$ cat src/rtl/tx_fifo_scheduler.sv
// Burst scheduler that drains a byte FIFO into a UART transmitter.
// A burst starts on a fill-level threshold or an idle timeout and paces bytes with a gap.
module tx_fifo_scheduler #(
  parameter logic [15:0] THRESHOLD      = 16'd8,
  parameter logic [15:0] TIMEOUT_CYCLES = 16'd1000,
  parameter logic [15:0] GAP_CYCLES     = 16'd2,
  parameter logic [7:0]  ACK_CYCLES     = 8'd8
) (
  input  logic        clk,
  input  logic        rst,
  input  logic        n_clr_i,
  input  logic        enable_i,
  input  logic [7:0]  fifo_data_i,
  input  logic        fifo_empty_i,
  input  logic [15:0] fifo_bytes_i,
  input  logic        tx_busy_i,
  output logic        fifo_n_re_o,
  output logic [7:0]  tx_data_o,
  output logic        tx_start_o,
  output logic        p_burst_o,
  output logic        p_txerr_o,
  output logic [15:0] burst_count_o
);

  typedef enum logic [2:0] {
    IDLE, READ, LATCH, SEND, WAIT_ACK, WAIT_DONE, GAP
  } state_t;

  state_t      state;
  logic [15:0] idle_cnt;
  logic [15:0] gap_cnt;
  logic [15:0] ack_cnt;
  logic [1:0]  rst_sync;
  logic        rst_int;
  logic        trigger;
  logic        more_data;
  logic        gap_last;
  logic        ack_last;

  // Reset asserts asynchronously but is released two clocks later, aligned to clk.
  always_ff @(posedge clk or negedge rst) begin
    if (!rst) rst_sync <= 2'b00;
    else      rst_sync <= {rst_sync[0], 1'b1};
  end
  assign rst_int = rst_sync[1];

  assign trigger   = enable_i && !fifo_empty_i &&
                     ((fifo_bytes_i >= THRESHOLD) || (idle_cnt == TIMEOUT_CYCLES));
  assign more_data = enable_i && !fifo_empty_i;
  // GAP_CYCLES of zero still spends one cycle in GAP.
  assign gap_last  = ({1'b0, gap_cnt} + 17'd1) >= {1'b0, GAP_CYCLES};
  assign ack_last  = ({1'b0, ack_cnt} + 17'd1) >= {9'd0, ACK_CYCLES};

  // NOTE: tx_start_o is decoded combinationally so the pulse lands in the very cycle
  // busy is seen low in SEND, and is suppressed by a clear arriving in that cycle.
  assign tx_start_o = (state == SEND) && !tx_busy_i && n_clr_i;

  // NOTE: all state below uses non-blocking assignments so every branch reads pre-edge values.
  always_ff @(posedge clk or negedge rst_int) begin
    if (!rst_int) begin
      state         <= IDLE;
      fifo_n_re_o   <= 1'b1;
      tx_data_o     <= 8'h00;
      p_burst_o     <= 1'b0;
      p_txerr_o     <= 1'b0;
      burst_count_o <= '0;
      idle_cnt      <= '0;
      gap_cnt       <= '0;
      ack_cnt       <= '0;
    end else if (!n_clr_i) begin
      state         <= IDLE;
      fifo_n_re_o   <= 1'b1;
      tx_data_o     <= 8'h00;
      p_burst_o     <= 1'b0;
      p_txerr_o     <= 1'b0;
      burst_count_o <= '0;
      idle_cnt      <= '0;
      gap_cnt       <= '0;
      ack_cnt       <= '0;
    end else begin
      fifo_n_re_o <= 1'b1;
      case (state)
        IDLE: begin
          if (trigger) begin
            state         <= READ;
            fifo_n_re_o   <= 1'b0;
            p_burst_o     <= 1'b1;
            idle_cnt      <= '0;
            burst_count_o <= '0;
          end else if (fifo_empty_i) begin
            idle_cnt <= '0;
          end else if (idle_cnt < TIMEOUT_CYCLES) begin
            idle_cnt <= idle_cnt + 16'd1;
          end
        end
        READ: state <= LATCH;
        LATCH: begin
          tx_data_o <= fifo_data_i;
          state     <= SEND;
        end
        SEND: begin
          if (!tx_busy_i) begin
            state   <= WAIT_ACK;
            ack_cnt <= '0;
            if (burst_count_o != 16'hFFFF) burst_count_o <= burst_count_o + 16'd1;
          end
        end
        WAIT_ACK: begin
          // A transmitter that never acknowledges drops the byte; it is not retried.
          if (tx_busy_i) begin
            state <= WAIT_DONE;
          end else if (ack_last) begin
            state     <= IDLE;
            p_burst_o <= 1'b0;
            p_txerr_o <= 1'b1;
          end else begin
            ack_cnt <= ack_cnt + 16'd1;
          end
        end
        WAIT_DONE: begin
          if (!tx_busy_i) begin
            state   <= GAP;
            gap_cnt <= '0;
          end
        end
        GAP: begin
          if (gap_last) begin
            if (more_data) begin
              state       <= READ;
              fifo_n_re_o <= 1'b0;
            end else begin
              state     <= IDLE;
              p_burst_o <= 1'b0;
            end
          end else begin
            gap_cnt <= gap_cnt + 16'd1;
          end
        end
        default: begin
          state     <= IDLE;
          p_burst_o <= 1'b0;
        end
      endcase
    end
  end

endmodule

$ cat config.mk
export PLATFORM = sky130hd
export DESIGN_NAME = tx_fifo_scheduler
export DESIGN_NICKNAME = d
export VERILOG_FILES = /design/src/rtl/tx_fifo_scheduler.sv
export SDC_FILE = /design/constraint.sdc
export NUM_CORES = 1
export LEC_CHECK = 0
export CORE_MARGIN = 2
export CORE_UTILIZATION = 40
export DETAILED_ROUTE_END_ITERATION = 8
export GPL_TIMING_DRIVEN = 0
export PLACE_DENSITY = 0.62
export SYNTH_ARGS = -nofsm -noshare
export SYNTH_HDL_FRONTEND = slang
export SYNTH_SLANG_ARGS = --single-unit
export TNS_END_PERCENT = 20
$ cat constraint.sdc
create_clock -name clk -period 3.6 [get_ports clk]
set_input_delay 0.54 -clock clk [delete_from_list [all_inputs] [get_ports clk]]
set_output_delay 0.54 -clock clk [all_outputs]
set_load 0.1 [all_outputs]
==> results of run 1 <==
-- placed cells by master (no fill, tap or decap), types with 5 or more instances in the layout --
master | netlist | routed
sky130_fd_sc_hd__inv_1 | 13 | 13
sky130_fd_sc_hd__and4_1 | 5 | 5
sky130_fd_sc_hd__nand3_1 | 21 | 21
sky130_fd_sc_hd__and2_1 | 21 | 21
sky130_fd_sc_hd__clkdlybuf4s50_1 | 0 | 52
sky130_fd_sc_hd__xnor2_1 | 15 | 15
sky130_fd_sc_hd__nor4_1 | 7 | 7
sky130_fd_sc_hd__a21oi_1 | 8 | 8
sky130_fd_sc_hd__nand4_1 | 16 | 16
sky130_fd_sc_hd__nor2_1 | 53 | 53
sky130_fd_sc_hd__o21ai_0 | 13 | 13
sky130_fd_sc_hd__mux2i_1 | 11 | 11
sky130_fd_sc_hd__clkbuf_1 | 12 | 13
sky130_fd_sc_hd__a31oi_1 | 8 | 8
sky130_fd_sc_hd__a211oi_1 | 5 | 5
sky130_fd_sc_hd__clkbuf_8 | 1 | 11
sky130_fd_sc_hd__and3_1 | 16 | 16
sky130_fd_sc_hd__o21a_1 | 5 | 5
sky130_fd_sc_hd__nand2b_1 | 7 | 7
sky130_fd_sc_hd__dfrtp_1 | 79 | 78
sky130_fd_sc_hd__ha_1 | 6 | 6
sky130_fd_sc_hd__nor3_1 | 20 | 20
sky130_fd_sc_hd__nand2_1 | 27 | 27
-- cells in the mapped netlist, types with 4 or more instances --
cell                       instances
sky130_fd_sc_hd__o21ai_0          13
sky130_fd_sc_hd__a21oi_1           8
sky130_fd_sc_hd__nor2_1           53
sky130_fd_sc_hd__xnor2_1          15
sky130_fd_sc_hd__nor4_1            7
sky130_fd_sc_hd__o31ai_1           4
sky130_fd_sc_hd__and4_1            5
sky130_fd_sc_hd__inv_1            13
sky130_fd_sc_hd__nand2_1          27
sky130_fd_sc_hd__mux2i_1          11
sky130_fd_sc_hd__nor3_1           20
sky130_fd_sc_hd__nand2b_1          7
sky130_fd_sc_hd__and2_4            4
sky130_fd_sc_hd__a21o_1            4
sky130_fd_sc_hd__dfrtp_1          79
sky130_fd_sc_hd__and2_1           21
sky130_fd_sc_hd__and3_1           16
sky130_fd_sc_hd__xor2_1            4
sky130_fd_sc_hd__nand4_1          16
sky130_fd_sc_hd__o21a_1            5
sky130_fd_sc_hd__clkbuf_1         12
sky130_fd_sc_hd__nand3_1          21
sky130_fd_sc_hd__ha_1              6
sky130_fd_sc_hd__nand3b_1          4
sky130_fd_sc_hd__a211oi_1          5
sky130_fd_sc_hd__a31oi_1           8
-- sequential cells by signal (all words and copies together), names as in the netlist, 2 cells and up --
name	flops
ack_cnt	16
state	3
rst_sync	2
idle_cnt	16
gap_cnt	16
tx_data_o	8
burst_count_o	16
-- cell families (layout without fill, tap and decap cells) --
| group | count (synthesis) | after routing | synth area share |
|---|---|---|---|
| flip-flops | 80 | 80 | 0.4635 |
| AO/OA/AOI/OAI | 72 | 72 | 0.1181 |
| adder cells (fa/ha/maj) | 6 | 6 | 0.01737 |
| AND/OR/NAND/NOR | 231 | 231 | 0.3011 |
| other | 1 | 1 | 0.0008677 |
| buffers and inverters | 31 | 101 | 0.03243 |
| XOR/XNOR | 19 | 19 | 0.03851 |
| multiplexers | 12 | 12 | 0.02808 |
-- layer usage --
metal	track usage	routed length, um
met5	0	0
met4	0.07143	155
met3	0.03315	349
met2	0.2740	4415
met1	0.2492	4772
-- worst min-delay path by stage --
stage                     depth (start not counted)            to        start
final                                             0   idle_cnt[2]  rst_sync[1]
after floorplan                                   0   rst_sync[0]          rst
after CTS                                         0  tx_data_o[3]  rst_sync[1]
after global routing                              0  tx_data_o[3]  rst_sync[1]
after global placement                            0   rst_sync[1]  rst_sync[0]
after detailed placement                          0  tx_data_o[3]  rst_sync[1]
-- stage by stage --
stage          hold slack (ns)    TNS, ns
6_report                0.1979          0
5_1_grt                 0.2318          0
4_1_cts                 0.2108          0
3_5_place_dp            0.2037  -0.009973
3_3_place_gp            0.3382   -0.02835
2_1_floorplan           0.2444          0
-- power groups by stage --
stage | Combinational, mW | Sequential (mW) | Clock (mW)
after floorplan | 0.137 | 1.04 | 0
after global placement | 0.300 | 0.969 | 0
after detailed placement | 0.323 | 0.956 | 0
after CTS | 0.323 | 0.939 | 0.692
after global routing | 0.348 | 0.944 | 0.726
final | 0.320 | 0.939 | 0.667
-- timing repair --
item / in CTS / in global routing
gates resized for setup: 1 / 0
endpoints found under the setup margin: 1 / 0
endpoints found under the hold margin: 0 / 0
-- layout make-up --
cell class | instances | area, um2
Buffer | 17 | 87.58
Fill cell | 1021 | 5166
Sequential cell | 80 | 2007
Multi-Input combinational cell | 341 | 2178
Clock buffer | 11 | 141.4
Tap cell | 136 | 170.2
Clock inverter | 5 | 56.30
Timing Repair Buffer | 54 | 556.8
Inverter | 14 | 52.55
-- worst max-delay path, delay by kind of cell --
family / cells / cell delay, ns
buffers and inverters: 3 / 1.87
AND/OR/NAND/NOR: 2 / 0.37
==> run_summary.xml, run 1 <==
<?xml version="1.0" encoding="UTF-8"?>
<metrics>
  <group name="status">
    <metric name="outcome" unit="">finished, final reports clean</metric>
  </group>
  <group name="pwr">
    <metric name="switching_power" unit="mW">0.5646</metric>
    <metric name="power.clock.fraction" unit="">0.346</metric>
    <metric name="overall_power_of_the_completed_layout" unit="mW">1.925</metric>
    <metric name="seq_power_share" unit="">0.488</metric>
    <metric name="intPower" unit="mW">1.361</metric>
    <metric name="netSwitchingFraction" unit="">0.2933</metric>
    <metric name="cellPowerDensity" unit="mW/mm2">366.7</metric>
    <metric name="vdd_ir_drop_max" unit="mV">0.2326</metric>
    <metric name="share_comb_of_total_power" unit="">0.166</metric>
    <metric name="leakage_power" unit="nW">2.230</metric>
  </group>
  <group name="cts">
    <metric name="count_of_buffers_added_by_post_cts_timing_repair_for_setup" unit="">0</metric>
    <metric name="cts_max_path_buffers" unit="">2</metric>
    <metric name="tritoncts_clock_tree" unit="">built</metric>
    <metric name="htree_levels" unit="">3</metric>
    <metric name="hold_buffers" unit="">0</metric>
    <metric name="clock_pin_slew_on_the_worst_setup_and_hold_paths" unit="ns">0.08</metric>
    <metric name="cts_made_buffers" unit="">9</metric>
    <metric name="clock_latency" unit="ns">0.35</metric>
    <metric name="cts.root.buffer_cell" unit="">sky130_fd_sc_hd__clkbuf_8</metric>
    <metric name="cts_num_sinks" unit="">80</metric>
  </group>
  <group name="cells_and_area">
    <metric name="final_net_count" unit="">553</metric>
    <metric name="design_area" unit="mm2">0.005250</metric>
    <metric name="antenna_cells" unit="">0</metric>
    <metric name="postLayoutCoreUtil" unit="">0.5040</metric>
    <metric name="layout.cells.non_filler" unit="">658</metric>
    <metric name="drive_gt1_frac" unit="">0.08812</metric>
    <metric name="area_growth" unit="%">21.48</metric>
  </group>
  <group name="timing">
    <metric name="clock_tree_skew_after_final_layout" unit="ns">0.008906</metric>
    <metric name="min_period_over_period" unit="">0.9215</metric>
    <metric name="worst-slew-pin-transition" unit="ns">0.9823</metric>
    <metric name="fmax" unit="MHz">301.4</metric>
    <metric name="rsz0062_at_grt" unit="">false</metric>
    <metric name="layout_min_cycle_time" unit="ns">3.317</metric>
    <metric name="timing.final.max_slew_violations" unit="">0</metric>
    <metric name="setup_slack" unit="ns">0.2826</metric>
    <metric name="final_hold_viol_count" unit="">0</metric>
    <metric name="slew-limit-headroom" unit="">0.3431</metric>
    <metric name="final_setup_violations" unit="">0</metric>
  </group>
  <group name="min_path">
    <metric name="hold_path.class" unit="">reg2async</metric>
  </group>
  <group name="critical_path">
    <metric name="crit_chain" unit="">clkdlybuf4s50_1 -&gt; clkbuf_1 -&gt; nand4b_1 -&gt; nor2_1 -&gt; dlygate4sd2_1</metric>
    <metric name="reg2reg_to" unit="">ack_cnt[4]</metric>
    <metric name="critPathSlowestCell" unit="">sky130_fd_sc_hd__dlygate4sd2_1</metric>
    <metric name="setup.worst_path.start_class" unit="">primary input</metric>
    <metric name="setup.worst_path.end_class" unit="">output pin</metric>
    <metric name="critPathMaxStageDelay" unit="ns">0.88</metric>
    <metric name="crit_required" unit="ns">3.06</metric>
    <metric name="worstPathMaxFanout" unit="">10</metric>
    <metric name="critPathLaunch" unit="">n_clr_i</metric>
    <metric name="setup.worst_path.class" unit="">in2out</metric>
    <metric name="endpoint" unit="">tx_start_o</metric>
    <metric name="slack_of_the_worst_reg_to_reg_path" unit="ns">0.73</metric>
    <metric name="r2r.worst_path.cells" unit="">8</metric>
    <metric name="worst_ep_arrival_time" unit="ns">2.78</metric>
    <metric name="reg2reg_from" unit="">ack_cnt[1]</metric>
  </group>
  <group name="placed_design">
    <metric name="detailedPlace.worstSlack" unit="ns">-0.009973</metric>
    <metric name="placement.cell_area" unit="mm2">0.005054</metric>
    <metric name="place.detailed.hpwl" unit="mm">7.022</metric>
    <metric name="numPortBuffers" unit="">53</metric>
    <metric name="placed_cells" unit="">642</metric>
    <metric name="globalplace.congestion" unit="">0.8037</metric>
  </group>
  <group name="synthesis">
    <metric name="synth-async-reset-ratio" unit="">1.000</metric>
    <metric name="synth.net_count" unit="">488</metric>
    <metric name="syn_area_per_cell" unit="um2">9.561</metric>
    <metric name="ys.flop_type" unit="">sky130_fd_sc_hd__dfrtp_1</metric>
    <metric name="post_synth_instance_area" unit="mm2">0.004322</metric>
    <metric name="synth-edff-count" unit="">0</metric>
    <metric name="synth_largest_area_cell" unit="">sky130_fd_sc_hd__dfrtp_1</metric>
    <metric name="netlist_top_cells_area" unit="">sky130_fd_sc_hd__dfrtp_1, sky130_fd_sc_hd__nor2_1, sky130_fd_sc_hd__and2_1</metric>
    <metric name="yosys.area.top_type_share" unit="">0.4574</metric>
    <metric name="postSynthCellCount" unit="">452</metric>
    <metric name="ys_types" unit="">71</metric>
    <metric name="synth.yosys.seq_area_share" unit="">0.4635</metric>
    <metric name="ys_seq_elements" unit="">80</metric>
    <metric name="yosysWarningCount" unit="">0</metric>
  </group>
  <group name="grt">
    <metric name="grt_first_pass_wirelength" unit="mm">16.55</metric>
    <metric name="grt_antenna_before_repair" unit="">0</metric>
    <metric name="first_global_vias" unit="">3508</metric>
    <metric name="largest_net_degree_at_the_start_of_global_routing" unit="">63</metric>
    <metric name="grt_overflow" unit="">0</metric>
    <metric name="global_route.usage.total" unit="">0.1782</metric>
  </group>
  <group name="die">
    <metric name="floorplan.io_pins" unit="">58</metric>
    <metric name="die_w" unit="um">107.9</metric>
    <metric name="dieArea" unit="mm2">0.01165</metric>
    <metric name="placementRows" unit="">37</metric>
    <metric name="die_height" unit="um">107.9</metric>
    <metric name="floorplan.core_area" unit="mm2">0.01042</metric>
    <metric name="initial_utilization" unit="">0.4149</metric>
  </group>
  <group name="route">
    <metric name="detailed_route_wl" unit="mm">9.693</metric>
    <metric name="drtAntennaViolNets" unit="">0</metric>
    <metric name="firstDrtPassIters" unit="">4</metric>
    <metric name="route.vias.total" unit="">3584</metric>
    <metric name="drcViolationCount" unit="">0</metric>
    <metric name="vias_per_cell" unit="">5.447</metric>
    <metric name="routedWlPerCell" unit="um">14.73</metric>
    <metric name="drt_iter0_markers" unit="">299</metric>
  </group>
  <group name="flow_run">
    <metric name="max_cap_violations" unit="">0</metric>
  </group>
</metrics>
No activity file was read; power rests on OpenSTA's default activity.
==> inputs of run 2 (changes only) <==
Settings changed: CORE_UTILIZATION 40 to 35, HOLD_SLACK_MARGIN set to 0.08, PLACE_DENSITY 0.62 to 0.56, TNS_END_PERCENT 20 to not set.
==> run_summary.xml, run 2 (same netlist as run 1, synthesis figures left out) <==
<?xml version="1.0" encoding="UTF-8"?>
<metrics>
  <group name="critical_path">
    <metric name="critPathLaunch" unit="">n_clr_i</metric>
    <metric name="crit_chain" unit="">clkdlybuf4s50_1 -&gt; clkbuf_1 -&gt; nand4b_1 -&gt; nor2_1 -&gt; dlymetal6s2s_1</metric>
    <metric name="endpoint" unit="">tx_start_o</metric>
    <metric name="crit_family" unit="">buffers and inverters</metric>
    <metric name="crit_required" unit="ns">3.06</metric>
    <metric name="critPathBufInv" unit="">3</metric>
    <metric name="setup.worst_path.class" unit="">in2out</metric>
    <metric name="critPathMaxStageDelay" unit="ns">0.75</metric>
    <metric name="worstSetupPathDepth" unit="">5</metric>
    <metric name="r2r.worst_path.cells" unit="">8</metric>
    <metric name="worst_ep_arrival_time" unit="ns">2.64</metric>
    <metric name="reg2reg_to" unit="">ack_cnt[4]</metric>
    <metric name="setup.worst_path.start_class" unit="">primary input</metric>
    <metric name="critPathSlowestCell" unit="">sky130_fd_sc_hd__dlymetal6s2s_1</metric>
    <metric name="setup.worst_path.end_class" unit="">output pin</metric>
    <metric name="reg2reg_from" unit="">ack_cnt[1]</metric>
    <metric name="worstPathMaxFanout" unit="">10</metric>
    <metric name="slack_of_the_worst_reg_to_reg_path" unit="ns">0.73</metric>
  </group>
  <group name="cts">
    <metric name="clock_latency" unit="ns">0.35</metric>
    <metric name="clock_pin_slew_on_the_worst_setup_and_hold_paths" unit="ns">0.06</metric>
    <metric name="hold_buffers" unit="">0</metric>
    <metric name="tritoncts_clock_tree" unit="">built</metric>
    <metric name="htree_levels" unit="">3</metric>
    <metric name="cts.root.buffer_cell" unit="">sky130_fd_sc_hd__clkbuf_16</metric>
    <metric name="cts_made_buffers" unit="">9</metric>
    <metric name="cts_max_path_buffers" unit="">2</metric>
    <metric name="cts_num_sinks" unit="">80</metric>
  </group>
  <group name="timing">
    <metric name="fmax" unit="MHz">314.2</metric>
    <metric name="final.setup.tns" unit="ns">0</metric>
    <metric name="worst-slew-pin-transition" unit="ns">0.9815</metric>
    <metric name="clock_tree_skew_after_final_layout" unit="ns">0.01009</metric>
    <metric name="rsz0062_at_grt" unit="">false</metric>
    <metric name="setup_slack" unit="ns">0.4169</metric>
    <metric name="layout_min_cycle_time" unit="ns">3.183</metric>
    <metric name="whs" unit="ns">0.1888</metric>
    <metric name="timing.final.max_slew_violations" unit="">0</metric>
    <metric name="min_period_over_period" unit="">0.8842</metric>
    <metric name="final_hold_viol_count" unit="">0</metric>
    <metric name="final_setup_violations" unit="">0</metric>
    <metric name="slew-limit-headroom" unit="">0.3436</metric>
  </group>
  <group name="cells_and_area">
    <metric name="fillCellCount" unit="">1152</metric>
    <metric name="layout.cells.non_filler" unit="">669</metric>
    <metric name="most_common_library_cell_in_the_layout_ignoring_fill_and_taps" unit="">sky130_fd_sc_hd__dfrtp_1</metric>
    <metric name="multiInputGateArea" unit="mm2">0.002178</metric>
    <metric name="antenna_cells" unit="">0</metric>
    <metric name="design_area" unit="mm2">0.005400</metric>
    <metric name="drive_gt1_frac" unit="">0.09004</metric>
    <metric name="final_net_count" unit="">553</metric>
    <metric name="commonest_cells_after_routing_fill_and_taps_aside" unit="">sky130_fd_sc_hd__dfrtp_1, sky130_fd_sc_hd__nor2_1, sky130_fd_sc_hd__clkdlybuf4s50_1</metric>
    <metric name="area_growth" unit="%">24.96</metric>
    <metric name="postLayoutCoreUtil" unit="">0.4496</metric>
    <metric name="final-seq-area" unit="mm2">0.002007</metric>
  </group>
  <group name="route">
    <metric name="vias_per_cell" unit="">5.407</metric>
    <metric name="firstDrtPassIters" unit="">4</metric>
    <metric name="drt_iter0_markers" unit="">325</metric>
    <metric name="routedWlPerCell" unit="um">14.60</metric>
    <metric name="drcViolationCount" unit="">0</metric>
    <metric name="route.vias.total" unit="">3617</metric>
    <metric name="drtAntennaViolNets" unit="">0</metric>
    <metric name="detailed_route_wl" unit="mm">9.767</metric>
  </group>
  <group name="die">
    <metric name="initial_utilization" unit="">0.3598</metric>
    <metric name="placementRows" unit="">40</metric>
    <metric name="floorplan.io_pins" unit="">58</metric>
    <metric name="die_height" unit="um">115.1</metric>
    <metric name="die_w" unit="um">115.1</metric>
    <metric name="floorplan.core_area" unit="mm2">0.01201</metric>
    <metric name="dieArea" unit="mm2">0.01325</metric>
  </group>
  <group name="placed_design">
    <metric name="detailedPlace.worstSlack" unit="ns">0.009304</metric>
    <metric name="placed_cells" unit="">653</metric>
    <metric name="placement.cell_area" unit="mm2">0.005067</metric>
    <metric name="globalplace.congestion" unit="">0.8054</metric>
    <metric name="numPortBuffers" unit="">53</metric>
    <metric name="place.detailed.hpwl" unit="mm">6.891</metric>
  </group>
  <group name="grt">
    <metric name="grt_first_pass_wirelength" unit="mm">16.73</metric>
    <metric name="grt_antenna_before_repair" unit="">0</metric>
    <metric name="largest_net_degree_at_the_start_of_global_routing" unit="">65</metric>
    <metric name="global_route.usage.total" unit="">0.1574</metric>
    <metric name="grt_overflow" unit="">0</metric>
    <metric name="first_global_vias" unit="">3516</metric>
  </group>
  <group name="pwr">
    <metric name="leakage_power" unit="nW">2.295</metric>
    <metric name="cellPowerDensity" unit="mW/mm2">420.5</metric>
    <metric name="vdd_ir_drop_max" unit="mV">0.2196</metric>
    <metric name="overall_power_of_the_completed_layout" unit="mW">2.271</metric>
  </group>
  <group name="status">
    <metric name="outcome" unit="">finished, final reports clean</metric>
  </group>
  <group name="flow_run">
    <metric name="max_cap_violations" unit="">0</metric>
  </group>
  <group name="min_path">
    <metric name="hold_path.class" unit="">reg2async</metric>
  </group>
</metrics>
-- run 2: cell count changes in the layout (fill, tap and decap cells not counted), sizes merged --
| cell | previous run | this run |
|---|---|---|
| bufinv | 1 | 2 |
| clkbuf | 24 | 23 |
| clkinv | 4 | 1 |
| clkinvlp | 1 | 3 |
| dlygate4sd2 | 1 | 0 |
| dlymetal6s2s | 0 | 1 |
| inv | 13 | 14 |
-- run 2: layer usage --
metal | GRT usage | routed length (um) | up-vias | share of wire
met2 | 0.2408 | 4399 | 76 | 0.45
met5 | 0 | 0 | - | 0
met1 | 0.2150 | 4792 | 1748 | 0.49
li1 | - | - | 1776 | -
met3 | 0.03690 | 361 | 17 | 0.037
met4 | 0.06586 | 213 | 0 | 0.022
-- run 2: how the worst min path moves through the flow --
stage / endpoint / slack, ns / depth (start not counted)
floorplan: rst_sync[0] / 0.24 / 0
global placement: rst_sync[1] / 0.34 / 0
detailed placement: tx_data_o[3] / 0.19 / 0
CTS: tx_data_o[3] / 0.20 / 0
global route: tx_data_o[3] / 0.21 / 0
finish: tx_data_o[4] / 0.19 / 0
-- run 2: final cells by class --
cell class,count,area share
plain buffers,17,0.01622
clock buffers,10,0.04425
clock inverters,6,0.01691
inverters,14,0.009731
multi-input cells,341,0.4034
flip-flops and latches,80,0.3716
well taps,147,0.03406
repair buffers,54,0.1038
-- run 2: where the power goes --
| group | switching (mW) | internal (mW) |
|---|---|---|
| registers | 0.0219 | 0.919 |
| logic | 0.217 | 0.105 |
| clock network | 0.380 | 0.628 |
| total | 0.619 | 1.65 |
-- run 2: what timing repair did --
action                                  in CTS  in global routing
buffers inserted                             0                  0
endpoints found under the setup margin       0                  1
resized for setup                            0                  1
==> inputs of run 3 (changes only) <==
Settings changed: MAX_ROUTING_LAYER set to met4.
==> run_summary.xml, run 3 (same netlist as run 1, synthesis figures left out) <==
<?xml version="1.0" encoding="UTF-8"?>
<metrics>
  <group name="timing">
    <metric name="final.setup.tns" unit="ns">0</metric>
    <metric name="clock_tree_skew_after_final_layout" unit="ns">0.009713</metric>
    <metric name="layout_min_cycle_time" unit="ns">3.178</metric>
    <metric name="slew-limit-headroom" unit="">0.3436</metric>
    <metric name="setup_slack" unit="ns">0.4222</metric>
    <metric name="whs" unit="ns">0.1883</metric>
    <metric name="final_hold_viol_count" unit="">0</metric>
    <metric name="final_setup_violations" unit="">0</metric>
    <metric name="rsz0062_at_grt" unit="">false</metric>
    <metric name="timing.final.max_slew_violations" unit="">0</metric>
    <metric name="worst-slew-pin-transition" unit="ns">0.9815</metric>
    <metric name="min_period_over_period" unit="">0.8827</metric>
    <metric name="fmax" unit="MHz">314.7</metric>
  </group>
  <group name="status">
    <metric name="outcome" unit="">finished, final reports clean</metric>
  </group>
  <group name="critical_path">
    <metric name="critPathSlowestCell" unit="">sky130_fd_sc_hd__dlymetal6s2s_1</metric>
    <metric name="crit_chain" unit="">clkdlybuf4s50_1 -&gt; clkbuf_1 -&gt; nand4b_1 -&gt; nor2_1 -&gt; dlymetal6s2s_1</metric>
    <metric name="crit_required" unit="ns">3.06</metric>
    <metric name="critPathMaxStageDelay" unit="ns">0.75</metric>
    <metric name="worstPathMaxFanout" unit="">10</metric>
    <metric name="setup.worst_path.class" unit="">in2out</metric>
    <metric name="worst_ep_arrival_time" unit="ns">2.64</metric>
    <metric name="setup.worst_path.end_class" unit="">output pin</metric>
    <metric name="setup.worst_path.start_class" unit="">primary input</metric>
  </group>
  <group name="cts">
    <metric name="tritoncts_clock_tree" unit="">built</metric>
    <metric name="cts_num_sinks" unit="">80</metric>
    <metric name="cts.root.buffer_cell" unit="">sky130_fd_sc_hd__clkbuf_16</metric>
    <metric name="clock_latency" unit="ns">0.34</metric>
    <metric name="htree_levels" unit="">3</metric>
    <metric name="hold_buffers" unit="">0</metric>
    <metric name="count_of_buffers_added_by_post_cts_timing_repair_for_setup" unit="">0</metric>
    <metric name="cts_max_path_buffers" unit="">2</metric>
    <metric name="clock_pin_slew_on_the_worst_setup_and_hold_paths" unit="ns">0.06</metric>
    <metric name="cts_made_buffers" unit="">9</metric>
  </group>
  <group name="route">
    <metric name="routedWlPerCell" unit="um">14.67</metric>
    <metric name="vias_per_cell" unit="">5.429</metric>
    <metric name="route.vias.total" unit="">3632</metric>
    <metric name="drt_iter0_markers" unit="">309</metric>
    <metric name="firstDrtPassIters" unit="">5</metric>
    <metric name="detailed_route_wl" unit="mm">9.813</metric>
    <metric name="drcViolationCount" unit="">0</metric>
    <metric name="drtAntennaViolNets" unit="">0</metric>
  </group>
  <group name="placed_design">
    <metric name="globalplace.congestion" unit="">0.8172</metric>
    <metric name="detailedPlace.worstSlack" unit="ns">0.009304</metric>
    <metric name="placed_cells" unit="">653</metric>
    <metric name="placement.cell_area" unit="mm2">0.005067</metric>
    <metric name="numPortBuffers" unit="">53</metric>
    <metric name="place.detailed.hpwl" unit="mm">6.891</metric>
  </group>
  <group name="grt">
    <metric name="first_global_vias" unit="">3514</metric>
    <metric name="grt_first_pass_wirelength" unit="mm">16.73</metric>
    <metric name="grt_overflow" unit="">0</metric>
    <metric name="largest_net_degree_at_the_start_of_global_routing" unit="">65</metric>
    <metric name="grt_antenna_before_repair" unit="">0</metric>
    <metric name="global_route.usage.total" unit="">0.1621</metric>
  </group>
  <group name="cells_and_area">
    <metric name="commonest_cells_after_routing_fill_and_taps_aside" unit="">sky130_fd_sc_hd__dfrtp_1, sky130_fd_sc_hd__nor2_1, sky130_fd_sc_hd__clkdlybuf4s50_1</metric>
    <metric name="final_net_count" unit="">553</metric>
    <metric name="fillCellCount" unit="">1152</metric>
    <metric name="drive_gt1_frac" unit="">0.09004</metric>
    <metric name="antenna_cells" unit="">0</metric>
    <metric name="area_growth" unit="%">24.96</metric>
    <metric name="layout.cells.non_filler" unit="">669</metric>
    <metric name="design_area" unit="mm2">0.005400</metric>
    <metric name="most_common_library_cell_in_the_layout_ignoring_fill_and_taps" unit="">sky130_fd_sc_hd__dfrtp_1</metric>
    <metric name="postLayoutCoreUtil" unit="">0.4496</metric>
  </group>
  <group name="die">
    <metric name="die_height" unit="um">115.1</metric>
    <metric name="dieArea" unit="mm2">0.01325</metric>
    <metric name="initial_utilization" unit="">0.3598</metric>
    <metric name="floorplan.core_area" unit="mm2">0.01201</metric>
    <metric name="die_w" unit="um">115.1</metric>
    <metric name="placementRows" unit="">40</metric>
    <metric name="floorplan.io_pins" unit="">58</metric>
  </group>
  <group name="pwr">
    <metric name="cellPowerDensity" unit="mW/mm2">420.3</metric>
    <metric name="leakage_power" unit="nW">2.295</metric>
    <metric name="overall_power_of_the_completed_layout" unit="mW">2.270</metric>
    <metric name="vdd_ir_drop_max" unit="mV">0.2202</metric>
  </group>
  <group name="flow_run">
    <metric name="max_cap_violations" unit="">0</metric>
  </group>
  <group name="min_path">
    <metric name="hold_path.class" unit="">reg2async</metric>
  </group>
</metrics>
-- run 3: cell counts in the layout (fill, tap and decap cells not counted) --
No cell type changed its count.
-- run 3: path summary, 6_finish.rpt --
| check | startpoint | cells after the start | slack (ns) | end |
|---|---|---|---|---|
| max | n_clr_i | 5 | 0.42 | tx_start_o |
| min | rst_sync[1] | 0 | 0.19 | tx_data_o[3] |
| max reg2reg | ack_cnt[1] | 8 | 0.73 | ack_cnt[4] |
| min reg2reg | rst_sync[1] | 0 | 0.19 | tx_data_o[3] |
| max in group asynchronous | rst_sync[1] | 1 | 2.78 | fifo_n_re_o |
| min in group clk | rst_sync[0] | 0 | 0.35 | rst_sync[1] |
-- run 3: critical path, delay by kind of cell --
| family | cells | cell delay [ns] |
|---|---|---|
| buffers and inverters | 3 | 1.74 |
| and+or+nand+nor | 2 | 0.35 |
-- run 3: what timing repair did --
| action | CTS | global route |
|---|---|---|
| endpoints found under the hold margin | 0 | 0 |
| resized for setup | 0 | 1 |
| endpoints found under the setup margin | 0 | 1 |
-- run 3: per-layer routing --
metal	wire length [um]	GRT usage	vias up
li1	-	-	1780
met1	4797	0.2154	1759
met2	4411	0.2408	74
met3	393	0.03532	19
met4	211	0.06586	0
met5	0	-	-
-- run 3: final cells by class --
cell class | instances | area (um2) | share of cell area
Timing Repair Buffer | 54 | 560.5 | 0.1038
Inverter | 14 | 52.55 | 0.009731
Buffer | 17 | 87.58 | 0.01622
Sequential cell | 80 | 2007 | 0.3716
Clock buffer | 10 | 239.0 | 0.04425
Multi-Input combinational cell | 341 | 2178 | 0.4034
Tap cell | 147 | 183.9 | 0.03406
Clock inverter | 6 | 91.34 | 0.01691
-- run 3: power by group --
| part | switching [mW] | total, mW | internal [mW] |
|---|---|---|---|
| sequential | 0.0220 | 0.941 | 0.919 |
| clock | 0.378 | 1.01 | 0.628 |
| combinational | 0.218 | 0.322 | 0.105 |
| total | 0.618 | 2.27 | 1.65 |
